===== src/rtl/operand_entry_pkg.sv =====
// Shared definitions for the 5-bit adding machine.
//   OPERAND_WIDTH  : operand width; the downstream sum is one bit wider
//   DEBOUNCE_50MHZ : 10 ms of stable key level at a 50 MHz clock
//   state_e        : capture FSM encoding, also exported on STATE_OUT
package operand_entry_pkg;

    localparam int OPERAND_WIDTH  = 5;
    localparam int DEBOUNCE_50MHZ = 500000;

    typedef enum logic [1:0] {
        WAIT_A  = 2'b00,
        WAIT_B  = 2'b01,
        DONE    = 2'b10,
        ILLEGAL = 2'b11
    } state_e;

endpackage


===== src/rtl/operand_entry_key_debounce.sv =====
// Debouncer for one raw active-low pushbutton.
// The key is synchronised by two flops. A counter then runs while the
// synchronised key differs from the accepted level, and the level flips after
// DEBOUNCE_CYCLES consecutive mismatches. PRESS is a one-cycle pulse on the
// accepted 1->0 edge. Releasing the key produces no pulse.
//   CLOCK_50 : system clock
//   RESET_N  : asynchronous active-low reset
//   KEY_N    : raw key, active-low, bouncy, asynchronous
//   PRESS    : one-cycle press pulse
module key_debounce
    import operand_entry_pkg::*;
#(
    parameter int DEBOUNCE_CYCLES = DEBOUNCE_50MHZ
) (
    input  logic CLOCK_50,
    input  logic RESET_N,
    input  logic KEY_N,
    output logic PRESS
);

    localparam int CNT_W = $clog2(DEBOUNCE_CYCLES + 1);
    localparam logic [CNT_W-1:0] CNT_LAST = CNT_W'(DEBOUNCE_CYCLES - 1);

    logic             sync1_q, sync2_q;
    logic             vld1_q, vld2_q;
    logic             level_q, level_d;
    logic             level_old_q;
    logic             armed_q, armed_d;
    logic [CNT_W-1:0] cnt_q, cnt_d;

    // vld1/vld2 travel alongside the synchroniser. Once vld2 is set, sync2
    // holds a real key sample and not its reset value. The debouncer only
    // arms after it has seen the key released. A key that is held through
    // reset therefore cannot cause a press.
    always_comb begin
        level_d = level_q;
        cnt_d   = '0;
        if (sync2_q != level_q) begin
            if (cnt_q == CNT_LAST) begin
                level_d = ~level_q;
            end else begin
                cnt_d = cnt_q + CNT_W'(1);
            end
        end
        armed_d = armed_q | (vld2_q & sync2_q);
    end

    always_ff @(posedge CLOCK_50 or negedge RESET_N) begin
        if (!RESET_N) begin
            sync1_q     <= 1'b1;
            sync2_q     <= 1'b1;
            vld1_q      <= 1'b0;
            vld2_q      <= 1'b0;
            level_q     <= 1'b1;
            level_old_q <= 1'b1;
            armed_q     <= 1'b0;
            cnt_q       <= '0;
        end else begin
            sync1_q     <= KEY_N;
            sync2_q     <= sync1_q;
            vld1_q      <= 1'b1;
            vld2_q      <= vld1_q;
            level_q     <= level_d;
            level_old_q <= level_q;
            armed_q     <= armed_d;
            cnt_q       <= cnt_d;
        end
    end

    assign PRESS = armed_q & level_old_q & ~level_q;

endmodule


===== src/rtl/operand_entry.sv =====
// Operand capture stage for the adding machine.
// Debounced ENTER presses latch SW_IN first as A and then as B. CLEAR empties
// the pair. When CLEAR and ENTER pulse in the same cycle, CLEAR wins.
//   CLOCK_50    : system clock
//   RESET_N     : asynchronous active-low reset
//   SW_IN       : switch value, sampled at the capture edge
//   KEY_ENTER_N : raw enter key, active-low
//   KEY_CLEAR_N : raw clear key, active-low
//   A_OUT/B_OUT : held operands
//   VALID       : A and B form a completed pair
//   STATE_OUT   : FSM state, for debug LEDs
module operand_entry
    import operand_entry_pkg::*;
#(
    parameter int WIDTH           = OPERAND_WIDTH,
    parameter int DEBOUNCE_CYCLES = DEBOUNCE_50MHZ
) (
    input  logic             CLOCK_50,
    input  logic             RESET_N,
    input  logic [WIDTH-1:0] SW_IN,
    input  logic             KEY_ENTER_N,
    input  logic             KEY_CLEAR_N,
    output logic [WIDTH-1:0] A_OUT,
    output logic [WIDTH-1:0] B_OUT,
    output logic             VALID,
    output logic [1:0]       STATE_OUT
);

    logic             enter_press, clear_press;
    state_e           state_q, state_d;
    logic [WIDTH-1:0] a_q, a_d, b_q, b_d;
    logic             valid_q, valid_d;

    key_debounce #(.DEBOUNCE_CYCLES(DEBOUNCE_CYCLES)) u_key_enter (
        .CLOCK_50 (CLOCK_50),
        .RESET_N  (RESET_N),
        .KEY_N    (KEY_ENTER_N),
        .PRESS    (enter_press)
    );

    key_debounce #(.DEBOUNCE_CYCLES(DEBOUNCE_CYCLES)) u_key_clear (
        .CLOCK_50 (CLOCK_50),
        .RESET_N  (RESET_N),
        .KEY_N    (KEY_CLEAR_N),
        .PRESS    (clear_press)
    );

    always_comb begin
        state_d = state_q;
        a_d     = a_q;
        b_d     = b_q;
        valid_d = valid_q;
        if (clear_press) begin
            state_d = WAIT_A;
            a_d     = '0;
            b_d     = '0;
            valid_d = 1'b0;
        end else begin
            case (state_q)
                WAIT_A: if (enter_press) begin
                    a_d     = SW_IN;
                    b_d     = '0;
                    state_d = WAIT_B;
                end
                WAIT_B: if (enter_press) begin
                    b_d     = SW_IN;
                    valid_d = 1'b1;
                    state_d = DONE;
                end
                // Entering from DONE starts a new pair in a single press.
                DONE: if (enter_press) begin
                    a_d     = SW_IN;
                    b_d     = '0;
                    valid_d = 1'b0;
                    state_d = WAIT_B;
                end
                default: state_d = WAIT_A;
            endcase
        end
    end

    always_ff @(posedge CLOCK_50 or negedge RESET_N) begin
        if (!RESET_N) begin
            state_q <= WAIT_A;
            a_q     <= '0;
            b_q     <= '0;
            valid_q <= 1'b0;
        end else begin
            state_q <= state_d;
            a_q     <= a_d;
            b_q     <= b_d;
            valid_q <= valid_d;
        end
    end

    assign A_OUT     = a_q;
    assign B_OUT     = b_q;
    assign VALID     = valid_q;
    assign STATE_OUT = state_q;

endmodule


===== config.mk =====
export PLATFORM = sky130hd
export DESIGN_NAME = operand_entry
export DESIGN_NICKNAME = d
export VERILOG_FILES = /design/src/rtl/operand_entry_pkg.sv /design/src/rtl/operand_entry_key_debounce.sv /design/src/rtl/operand_entry.sv
export SDC_FILE = /design/constraint.sdc
export NUM_CORES = 1
export LEC_CHECK = 0
export BUFFER_PORTS_ARGS = -buffer_cell sky130_fd_sc_hd__buf_2
export CELL_PAD_IN_SITES_DETAIL_PLACEMENT = 1
export CELL_PAD_IN_SITES_GLOBAL_PLACEMENT = 2
export CORE_MARGIN = 2
export CORE_UTILIZATION = 43
export CTS_BUF_LIST = sky130_fd_sc_hd__clkbuf_2
export DETAILED_ROUTE_END_ITERATION = 12
export PLACE_DENSITY_LB_ADDON = 0.1
export SETUP_SLACK_MARGIN = 0.1
export SLEW_MARGIN = 20
export SYNTH_ARGS = -nofsm -noshare
export SYNTH_HDL_FRONTEND = slang
export SYNTH_SLANG_ARGS = --single-unit

===== constraint.sdc =====
create_clock -name CLOCK_50 -period 4.2 [get_ports CLOCK_50]
set_clock_uncertainty 0.2 [all_clocks]
set_input_delay 0.42 -clock CLOCK_50 [delete_from_list [all_inputs] [get_ports CLOCK_50]]
set_output_delay 0.42 -clock CLOCK_50 [all_outputs]
set_load 0.05 [all_outputs]

==> results.sh <==
export IMPL_placedCellCount=382
export IMPL_crit_path_start_kind="register"
export IMPL_grt_pass1_wl_microns=10600
export IMPL_worstSetupPathType="reg2reg"
export IMPL_routed_via_density=5.34
export IMPL_portBuffers=21
export IMPL_fillers=784
export IMPL_gp_congestion=0.740
export IMPL_h_tree_depth=3
export IMPL_synth_area_leader_cell="dfrtp_1"
export IMPL_fmax_mhz=410
export IMPL_grtUsageTotal=0.184
export IMPL_tightest_slew_ps=859
export IMPL_hold_path_class="reg2reg"
export IMPL_worst_r2r_cell_count=4
export IMPL_avgRoutedWirePerCell_microns=15.6
export IMPL_crit_path_max_fanout=19
export IMPL_die_x_microns=86.5
export IMPL_initial_core_util=0.438
export IMPL_ios=22
export IMPL_worst_hold_path_endpoint="u_key_clear.sync2_q$_DFF_PN1_"
export IMPL_drc=0
export IMPL_avgSynthCellArea_sq_um=10.2
export IMPL_postSynthCellCount=288
export IMPL_vias=2168
export IMPL_rsz0062_at_grt="no"
export IMPL_overflow=0
export IMPL_synth_seq_cells=63
export IMPL_synth_net_count=299
export IMPL_powerDensity_nw_per_um2=300
export IMPL_power_static_leakage_nw=1.39
export IMPL_wl_microns=6320
export IMPL_worstReg2RegStart="u_key_clear.cnt_q[5]$_DFF_PN0_"
export IMPL_diodes=0
export IMPL_cpPeakStageDelay_ps=550
export IMPL_critical_path_cell_chain="or4_1 > or4_4 > o21ai_4 > nor2_1"
export IMPL_async_flop_share=1.00
export IMPL_hold_viol=0
export IMPL_grt_max_degree=37
export IMPL_endpoint_kind="register"
export IMPL_synth_area_sq_um=2930
export IMPL_grt_pass1_vias=2221
export IMPL_cts_buffer_depth=2
export IMPL_core_area_sq_um=6680
export IMPL_die_h_microns=86.5
export IMPL_r2r_slack_ps=1760
export IMPL_cts_made_buffers=9
export IMPL_nets=332
export IMPL_finalCritPeriodShare=0.581
export IMPL_drive_gt1_frac=0.169
export IMPL_die_area_sq_um=7490
export IMPL_hpwl_microns=4350
export IMPL_holdPathStages=0
export IMPL_stdcell_count=406
export IMPL_report_final_slew_viol_count=0
export IMPL_cts_reportedPaths_clkPinSlew_ps=170
export IMPL_status="finished, final reports clean"
export IMPL_synth_edf_count=0
export IMPL_drtAntennaViolNets=0
export IMPL_antenna_found_initial=0
export IMPL_cts_sinks=63
export IMPL_ir_drop_v=0.000135
export IMPL_yosysUniqueCellTypes=39
export IMPL_min_period_ps=2440
export IMPL_yosysWarnings=0
export IMPL_ctsRootBufferMaster="clkbuf_2"
export IMPL_whs_ps=151
export IMPL_slowest_stage="or4_1"
export IMPL_synthTopCellsByArea="dfrtp_1 (47%), dfstp_2 (7.2%), nor2_1 (6.0%)"
export IMPL_relSlewSlack=0.425
export IMPL_power_mw=0.979
export IMPL_row_count=30
export IMPL_synth_top_area_share=0.470
export IMPL_synth_flop_cell="dfrtp_1"
export IMPL_setup_viol=0
export IMPL_syn_to_final_growth_pct=11.3
export IMPL_maxCapViolations=0
export IMPL_clk_latency_ps=510
export IMPL_firstDrtPassIters=4
export IMPL_critPathRequiredTime_ps=4380
export IMPL_crit_arrival_ps=2620
export IMPL_fin_setup_tns_ps=0
export IMPL_dr_first_iter_drc_count=63
export IMPL_r2r_end="u_key_clear.cnt_q[14]$_DFF_PN0_"
export IMPL_hold_start="u_key_clear.sync1_q$_DFF_PN1_"
export IMPL_ys_seq_area_frac=0.542
export IMPL_cts_tree="done"
## registers in the layout, summed over array words and instances (netlist names), 2 cells and up
signal	cells
A_OUT	5
u_key_enter.cnt_q	19
u_key_clear.cnt_q	19
B_OUT	5
STATE_OUT	2
## kinds of logic (layout without fill, tap and decap cells)
| logic type | count (synthesis) | count (layout) | share of synthesized area |
|---|---|---|---|
| adders and majority gates | 2 | 2 | 0.00854 |
| xor gates and xnor gates | 27 | 27 | 0.0807 |
| and+or+nand+nor | 136 | 136 | 0.239 |
| buffers and inverters | 16 | 54 | 0.0256 |
| other | 1 | 1 | 0.00128 |
| DFF | 63 | 63 | 0.542 |
| AOI/OAI and AO/OA | 36 | 36 | 0.0786 |
| muxes | 7 | 7 | 0.0248 |
## synth_stat cells, types with 7 or more instances
cell	count
xnor2_1	17
dfstp_2	8
inv_1	7
nand4_1	8
nand2_1	19
nor2_1	47
nand3_1	18
nor3_1	7
dfrtp_1	55
o21ai_0	10
clkbuf_1	7
xor2_1	10
a21oi_1	12
## cell type report
class | count | area [sq um] | area share
clock buffers | 11 | 55.1 | 0.0169
well taps | 80 | 100 | 0.0307
clock inverters | 5 | 25.0 | 0.00767
repair buffers | 31 | 200 | 0.0614
inverters | 7 | 26.3 | 0.00806
multi-input cells | 209 | 1270 | 0.389
flip-flops and latches | 63 | 1590 | 0.487
## layer usage
layer	vias to the layer above	global-route usage	part of all wire
met2	24	0.289	0.47
met3	9	0.0429	0.027
met5	-	0	0
met1	1064	0.247	0.49
li1	1071	-	-
met4	0	0.0724	0.016
## report_power, final
part	switching (mW)	total, mW	internal (mW)
combinational	0.0375	0.0557	0.0181
sequential	0.00893	0.628	0.619
clock	0.218	0.295	0.0769
## per-stage QoR
stage                     utilization  setup WS, ps  cell area, sq um
after global routing            0.488          1600              3260
after global placement          0.464          1800              3100
after CTS                       0.488          1710              3260
after floorplan                     -          1930              2930
after detailed placement        0.464          1730              3100
final                           0.488          1760              3260
## worst max-delay path: cells and delay by family (launching register included)
family | cells | cell delay [ps]
AOI/OAI and AO/OA | 1 | 440
DFF | 1 | 480
and+or+nand+nor | 3 | 1210
## placed cells by master, fill, tap and decap left out, types with 7 or more instances in the layout
| master | Yosys | layout |
|---|---|---|
| a21oi_1 | 12 | 12 |
| buf_2 | 0 | 21 |
| clkbuf_2 | 0 | 11 |
| dfrtp_1 | 55 | 55 |
| dfstp_2 | 8 | 8 |
| dlygate4sd3_1 | 0 | 8 |
| inv_1 | 7 | 7 |
| nand2_1 | 19 | 19 |
| nand3_1 | 18 | 18 |
| nand4_1 | 8 | 8 |
| nor2_1 | 47 | 47 |
| nor3_1 | 7 | 7 |
| o21ai_0 | 10 | 10 |
| xnor2_1 | 17 | 17 |
| xor2_1 | 10 | 10 |
## worst max-delay path by stage
stage	from	slack [ps]	endpoint
global route	u_key_clear.cnt_q[5]$_DFF_PN0_	1600	u_key_clear.cnt_q[17]$_DFF_PN0_
global placement	u_key_clear.cnt_q[5]$_DFF_PN0_	1800	u_key_clear.cnt_q[11]$_DFF_PN0_
detailed placement	u_key_clear.cnt_q[5]$_DFF_PN0_	1730	u_key_clear.cnt_q[14]$_DFF_PN0_
CTS	u_key_clear.cnt_q[5]$_DFF_PN0_	1710	u_key_clear.cnt_q[14]$_DFF_PN0_
floorplan	u_key_clear.cnt_q[5]$_DFF_PN0_	1930	u_key_clear.cnt_q[10]$_DFF_PN0_
finish	u_key_clear.cnt_q[5]$_DFF_PN0_	1760	u_key_clear.cnt_q[14]$_DFF_PN0_
## repair_timing
action	in CTS	in global routing
endpoints found under the hold margin	33	0
setup buffers	0	0
gates resized for setup	0	0
hold buffers	8	0
Note: power is estimated with default switching activity, not from simulation.
